### src/rtl/operation_encoder_pkg.sv
// Shared definitions for the per-player operation encoder: operation codes,
// game-state codes, scan codes for both players and small meter/key helpers.
package operation_encoder_pkg;

   typedef enum logic [2:0] {
      OP_NIL      = 3'd0,
      OP_FORWARD  = 3'd1,
      OP_BACKWARD = 3'd2,
      OP_LEFT     = 3'd3,
      OP_RIGHT    = 3'd4
   } op_t;

   typedef enum logic [2:0] {
      ST_IDLE      = 3'd0,
      ST_SETTING   = 3'd1,
      ST_COUNTDOWN = 3'd3,
      ST_RACING    = 3'd4,
      ST_PAUSE     = 3'd5,
      ST_FINISH    = 3'd6
   } game_state_t;

   localparam int unsigned DIV_W = 20;

   // {E0-extended flag, scan code}
   localparam logic [8:0] P1_KEY_UP    = 9'h01D;
   localparam logic [8:0] P1_KEY_DOWN  = 9'h01B;
   localparam logic [8:0] P1_KEY_LEFT  = 9'h01C;
   localparam logic [8:0] P1_KEY_RIGHT = 9'h023;
   localparam logic [8:0] P1_KEY_BOOST = 9'h012;
   localparam logic [8:0] P2_KEY_UP    = 9'h175;
   localparam logic [8:0] P2_KEY_DOWN  = 9'h172;
   localparam logic [8:0] P2_KEY_LEFT  = 9'h16B;
   localparam logic [8:0] P2_KEY_RIGHT = 9'h174;
   localparam logic [8:0] P2_KEY_BOOST = 9'h059;

   // held[] bit that backs a given direction
   function automatic logic [4:0] dir_mask(input op_t dir);
      logic [4:0] m;
      case (dir)
         OP_FORWARD:  m = 5'b00001;
         OP_BACKWARD: m = 5'b00010;
         OP_LEFT:     m = 5'b00100;
         OP_RIGHT:    m = 5'b01000;
         default:     m = 5'b00000;
      endcase
      return m;
   endfunction

   function automatic logic [7:0] sat_dec(input logic [7:0] lvl);
      return (lvl == 8'd0) ? 8'd0 : lvl - 8'd1;
   endfunction

   function automatic logic [7:0] sat_inc(input logic [7:0] lvl, input logic [7:0] max_lvl);
      return (lvl >= max_lvl) ? max_lvl : lvl + 8'd1;
   endfunction

endpackage

### src/rtl/operation_encoder_boost_meter.sv
// Boost meter: drains while boosting and recharges otherwise, using one
// prescaler that restarts whenever the boost request toggles.
module operation_encoder_boost_meter
   import operation_encoder_pkg::*;
#(
   parameter logic [7:0]  BOOST_MAX  = 8'd255,
   parameter int unsigned DRAIN_DIV  = 250_000,
   parameter int unsigned CHARGE_DIV = 1_000_000
) (
   input  logic       clk,
   input  logic       rst,
   input  logic [2:0] state,
   input  logic       boost,
   output logic [7:0] level
);

   localparam logic [DIV_W-1:0] DRAIN_LAST  = DIV_W'(DRAIN_DIV - 1);
   localparam logic [DIV_W-1:0] CHARGE_LAST = DIV_W'(CHARGE_DIV - 1);

   game_state_t      state_s;
   logic [DIV_W-1:0] period_last_s;
   logic [DIV_W-1:0] div_cnt_r;
   logic [7:0]       level_r;
   logic             boost_prev_r;

   assign state_s = game_state_t'(state);
   assign level   = level_r;

   // Select the prescaler period for the current mode
   always_comb begin
      period_last_s = CHARGE_LAST;
      if (boost) begin
         period_last_s = DRAIN_LAST;
      end else begin
         period_last_s = CHARGE_LAST;
      end
   end

   // Meter level, prescaler and previous-boost tracking
   always_ff @(posedge clk) begin
      if (rst) begin
         level_r      <= BOOST_MAX;
         div_cnt_r    <= '0;
         boost_prev_r <= 1'b0;
      end else begin
         boost_prev_r <= boost;
         case (state_s)
            ST_IDLE, ST_SETTING, ST_COUNTDOWN: begin
               level_r   <= BOOST_MAX;
               div_cnt_r <= '0;
            end
            ST_RACING: begin
               // A mode change restarts the period so partial counts never carry over
               if (boost != boost_prev_r) begin
                  div_cnt_r <= '0;
               end else if (div_cnt_r == period_last_s) begin
                  div_cnt_r <= '0;
                  level_r   <= boost ? sat_dec(level_r) : sat_inc(level_r, BOOST_MAX);
               end else begin
                  div_cnt_r <= div_cnt_r + DIV_W'(1);
               end
            end
            default: begin
               level_r   <= level_r;
               div_cnt_r <= div_cnt_r;
            end
         endcase
      end
   end

endmodule

### src/rtl/operation_encoder.sv
// Per-player keyboard front end: tracks held direction/boost keys from PS/2
// events, resolves them to one operation and gates boost through the meter.
module operation_encoder
   import operation_encoder_pkg::*;
#(
   parameter logic [8:0]  KEY_UP     = P1_KEY_UP,
   parameter logic [8:0]  KEY_DOWN   = P1_KEY_DOWN,
   parameter logic [8:0]  KEY_LEFT   = P1_KEY_LEFT,
   parameter logic [8:0]  KEY_RIGHT  = P1_KEY_RIGHT,
   parameter logic [8:0]  KEY_BOOST  = P1_KEY_BOOST,
   parameter logic [7:0]  BOOST_MAX  = 8'd255,
   parameter int unsigned DRAIN_DIV  = 250_000,
   parameter int unsigned CHARGE_DIV = 1_000_000
) (
   input  logic       clk,
   input  logic       rst,
   input  logic [2:0] state,
   input  logic       key_valid,
   input  logic [8:0] key_code,
   input  logic       key_break,
   output logic [2:0] operation_code,
   output logic       boost,
   output logic [7:0] boost_level
);

   logic [4:0] match_s;
   op_t        match_dir_s;
   op_t        resolved_s;
   logic       racing_s;
   logic [4:0] held_r;
   op_t        last_dir_r;
   op_t        op_r;
   logic       boost_r;

   assign racing_s       = (state == ST_RACING);
   assign operation_code = op_r;
   assign boost          = boost_r;

   // Decode the incoming scan code against this player's key map
   always_comb begin
      match_s     = 5'b00000;
      match_s[0]  = (key_code == KEY_UP);
      match_s[1]  = (key_code == KEY_DOWN);
      match_s[2]  = (key_code == KEY_LEFT);
      match_s[3]  = (key_code == KEY_RIGHT);
      match_s[4]  = (key_code == KEY_BOOST);
      match_dir_s = OP_NIL;
      if (match_s[0]) begin
         match_dir_s = OP_FORWARD;
      end else if (match_s[1]) begin
         match_dir_s = OP_BACKWARD;
      end else if (match_s[2]) begin
         match_dir_s = OP_LEFT;
      end else if (match_s[3]) begin
         match_dir_s = OP_RIGHT;
      end else begin
         match_dir_s = OP_NIL;
      end
   end

   // Held-key set and most-recent direction; repeats of a held key keep last_dir
   always_ff @(posedge clk) begin
      if (rst) begin
         held_r     <= 5'b00000;
         last_dir_r <= OP_NIL;
      end else if (key_valid && (match_s != 5'b00000)) begin
         if (!key_break) begin
            held_r <= held_r | match_s;
            if ((match_dir_s != OP_NIL) && ((held_r & match_s) == 5'b00000)) begin
               last_dir_r <= match_dir_s;
            end
         end else begin
            held_r <= held_r & ~match_s;
            if ((match_dir_s != OP_NIL) && (match_dir_s == last_dir_r)) begin
               last_dir_r <= OP_NIL;
            end
         end
      end
   end

   // Last-pressed direction wins, otherwise fixed priority among held keys
   always_comb begin
      resolved_s = OP_NIL;
      if ((last_dir_r != OP_NIL) && ((held_r & dir_mask(last_dir_r)) != 5'b00000)) begin
         resolved_s = last_dir_r;
      end else if (held_r[0]) begin
         resolved_s = OP_FORWARD;
      end else if (held_r[1]) begin
         resolved_s = OP_BACKWARD;
      end else if (held_r[2]) begin
         resolved_s = OP_LEFT;
      end else if (held_r[3]) begin
         resolved_s = OP_RIGHT;
      end else begin
         resolved_s = OP_NIL;
      end
   end

   // Registered outputs, only live while racing
   always_ff @(posedge clk) begin
      if (rst) begin
         op_r    <= OP_NIL;
         boost_r <= 1'b0;
      end else begin
         op_r    <= racing_s ? resolved_s : OP_NIL;
         boost_r <= racing_s && held_r[4] && (resolved_s != OP_NIL) && (boost_level != 8'd0);
      end
   end

   operation_encoder_boost_meter #(
      .BOOST_MAX  (BOOST_MAX),
      .DRAIN_DIV  (DRAIN_DIV),
      .CHARGE_DIV (CHARGE_DIV)
   ) u_boost_meter (
      .clk   (clk),
      .rst   (rst),
      .state (state),
      .boost (boost_r),
      .level (boost_level)
   );

endmodule

### config.mk
export PLATFORM = sky130hd
export DESIGN_NAME = operation_encoder
export DESIGN_NICKNAME = d
export VERILOG_FILES = /design/src/rtl/operation_encoder_pkg.sv /design/src/rtl/operation_encoder_boost_meter.sv /design/src/rtl/operation_encoder.sv
export SDC_FILE = /design/constraint.sdc
export NUM_CORES = 1
export LEC_CHECK = 0
export ABC_AREA = 1
export CAP_MARGIN = 15
export CORE_ASPECT_RATIO = 0.8
export CORE_MARGIN = 2
export CORE_UTILIZATION = 58
export CTS_CLUSTER_DIAMETER = 60
export DETAILED_ROUTE_END_ITERATION = 16
export DONT_BUFFER_PORTS = 1
export GPL_TIMING_DRIVEN = 1
export HOLD_SLACK_MARGIN = 0.03
export PLACE_DENSITY = 0.74
export SYNTH_ARGS = -nofsm -noshare
export SYNTH_HDL_FRONTEND = slang
export SYNTH_SLANG_ARGS = --single-unit
### constraint.sdc
create_clock -name clk -period 3.9 [get_ports clk]
set_input_delay 0.78 -clock clk [delete_from_list [all_inputs] [get_ports clk]]
set_output_delay 0.78 -clock clk [all_outputs]
set_load 0.05 [all_outputs]
==> impl_metrics.tcl <==
set metrics [dict create \
    worstHoldEndpoint "u_boost_meter.div_cnt_r[1]$_SDFFE_PP0P_" \
    synth.area.top_cells "dfxtp_1 32%, nand2_1 12%, nor2_1 9.1%" \
    r2r_cells 11 \
    grt_max_degree 17 \
    period_share 0.590 \
    crit_required_ns 4.13 \
    fin_ws_ns 1.60 \
    num_rows 21 \
    worstPathCellList "inv_1 > ha_1 > nand2_1 > nor2_2 > nand3_1 > nor2_1 > nor2_1 > nand2_1 > nand2_1 > a21oi_1 > o21ai_1" \
    critPathMaxStageDelay_ns 0.76 \
    timing.critical_path.mode_cell "nand2_1" \
    grt_pass1_vias 2229 \
    die_w_um 78.7 \
    crit_slowest_cell "dfxtp_1" \
    worstSetupStartpointType "register" \
    wire_per_inst_um 12.3 \
    dp_hpwl_um 4210 \
    cts_root_buf "clkbuf_8" \
    drv_slew 0 \
    synth_top_cell_area_share 0.317 \
    min_from "u_boost_meter.div_cnt_r[1]$_SDFFE_PP0P_" \
    hold_class "register to register" \
    n_antenna_cell 0 \
    slew_headroom 0.443 \
    syn_area_per_cell_um2 6.51 \
    first_iter_violations 196 \
    grt-ovfl-total 0 \
    cts_made_buffers 5 \
    nets 415 \
    hold_viol 0 \
    ys_warn_count 0 \
    cp_top_family "simple AND/OR/NAND/NOR gates" \
    hold_buffers 0 \
    syn_area_um2 2590 \
    worst_pin_slew_ns 0.832 \
    start_util 0.612 \
    synthFlopType "dfxtp_1" \
    hold_depth 2 \
    ys_seq_area_frac 0.317 \
    dieArea_um2 5020 \
    postSynthCellCount 398 \
    fin_crit_ns 2.30 \
    timing.rr.start "u_boost_meter.level[0]$_SDFFE_PP1P_" \
    grt_pass1_wl_um 9780 \
    post-place-ws_ns 1.45 \
    gp_congestion 0.910 \
    crit_type "register to register" \
    synth_area_leader_cell "dfxtp_1" \
    io_buffers 0 \
    clk_pin_slew_ns 0.08 \
    core-area_um2 4230 \
    cts_resized 0 \
    area_growth_pct 4.88 \
    die_height_um 63.8 \
    async_reset_ff_frac 0 \
    post-route-util 0.642 \
    clk-insertion-delay-late_ns 0.29 \
    postCtsSetupBuffers 0 \
    dr_total_vias 2478 \
    setup_viol 0 \
    grtUsageTotal 0.239 \
    fin_worst_skew_ns 0.00440 \
    drv_cap 0 \
    power_density_nw_per_um2 317 \
    max_freq_mhz 435 \
    ir_drop_mv 0.236 \
    critPathCaptureType "register" \
    syn-num-nets 417 \
    ys_ff_latch 41 \
    h-tree-depth 2 \
    io_pins 28 \
    setup_tns_ns 0 \
    r2r-end "u_boost_meter.level[2]$_SDFFE_PP1P_" \
    leakagePower_nw 1.08 \
    cts_tree "built" \
    cts_buffer_depth 2 \
    ant_nets 0 \
    status "complete, no violations" \
    viasPerCell 5.46 \
    ys_types 39 \
    cp_max_fo 8 \
    antenna_found_initial 0 \
    wl_um 5590 \
    rsz0062_at_grt "false" \
    drt_pass1_iterations 5 \
    drc 0 \
    critPathBufInv 1 \
    arrival_ns 2.53 \
    numClockSinks 41 \
    rrSetupSlack_ns 1.60 \
    synth_edf_count 0 \
    layout-drive-gt1-share 0.0705 \
]
## layout by cell type (no fill, tap or decap), types with 4 or more instances in the layout
master and count:
clkbuf_8 7, nand2_1 86, nand4_1 4, o211ai_1 4
nor2_1 63, nor2_4 4, nand3_1 45, xor2_1 19
inv_1 40, nor3_1 8, o21ai_1 4, a21oi_1 17
o21ai_0 14, dfxtp_1 41
## per-stage QoR
stage | cell area, um2 | total power [mW] | cells | hold slack [ns]
6_report | 2720 | 0.861 | 454 | 0.488
5_1_grt | 2720 | 0.910 | 454 | 0.505
4_1_cts | 2720 | 0.870 | 454 | 0.492
3_5_place_dp | 2620 | 0.568 | 446 | 0.480
3_3_place_gp | 2620 | 0.567 | 446 | 0.477
2_1_floorplan | 2590 | 0.554 | 398 | 0.462
## synth_stat cells (all sizes together), types with 4 or more instances
cell type and count:
o211ai 4, nand2 90, xor2 19, a21oi 17, buf 5, nor2 69, nor3 10, nand3 46
o21ai 18, nand4 4, dfxtp 41, inv 43, clkbuf 5
## power by group
| part | internal, mW | total [mW] | switching [mW] | leakage [nW] |
|---|---|---|---|---|
| sequential | 0.426 | 0.464 | 0.0384 | 0.332 |
| combinational | 0.0327 | 0.0952 | 0.0624 | 0.693 |
| clock | 0.160 | 0.302 | 0.142 | 0.0542 |
## area by class of cell
type | count | area [um2]
multi-input cells | 303 | 1550
fillers | 404 | 1510
flip-flops and latches | 41 | 821
inverters | 44 | 166
clock buffers | 7 | 96.3
well taps | 57 | 71.3
repair buffers | 1 | 7.51
clock inverters | 1 | 5.00
## routing by layer
layer,global-route usage,part of all wire
met1,0.348,0.52
met2,0.353,0.41
met3,0.0593,0.061
met4,0.0636,0.0077
met5,0,0
## worst max-delay path by stage
stage	endpoint	start	slack [ns]	depth (start not counted)
2_1_floorplan	u_boost_meter.level[0]$_SDFFE_PP1P_	u_boost_meter.level[0]$_SDFFE_PP1P_	1.98	9
3_3_place_gp	u_boost_meter.level[0]$_SDFFE_PP1P_	state[1]	1.51	8
3_5_place_dp	u_boost_meter.level[5]$_SDFFE_PP1P_	state[1]	1.45	8
4_1_cts	u_boost_meter.level[2]$_SDFFE_PP1P_	u_boost_meter.level[0]$_SDFFE_PP1P_	1.61	11
5_1_grt	u_boost_meter.level[2]$_SDFFE_PP1P_	u_boost_meter.level[0]$_SDFFE_PP1P_	1.38	11
6_report	u_boost_meter.level[2]$_SDFFE_PP1P_	u_boost_meter.level[0]$_SDFFE_PP1P_	1.60	11
## kinds of logic (layout without fill, tap and decap cells)
| kind of cell | after synthesis | after routing | synth area share |
|---|---|---|---|
| and+or+nand+nor | 228 | 228 | 0.398 |
| buffers and inverters | 54 | 53 | 0.0850 |
| AOI/OAI and AO/OA | 50 | 50 | 0.111 |
| DFF | 41 | 41 | 0.317 |
| xor gates and xnor gates | 22 | 22 | 0.0744 |
| adders and majority gates | 3 | 3 | 0.0145 |
## worst min-delay path: stages, from the launching register on
cell and delay (ns):
dfxtp_1 0.33, nand2_1 0.06, a21oi_1 0.06
Note: power is estimated with default switching activity, not from simulation.
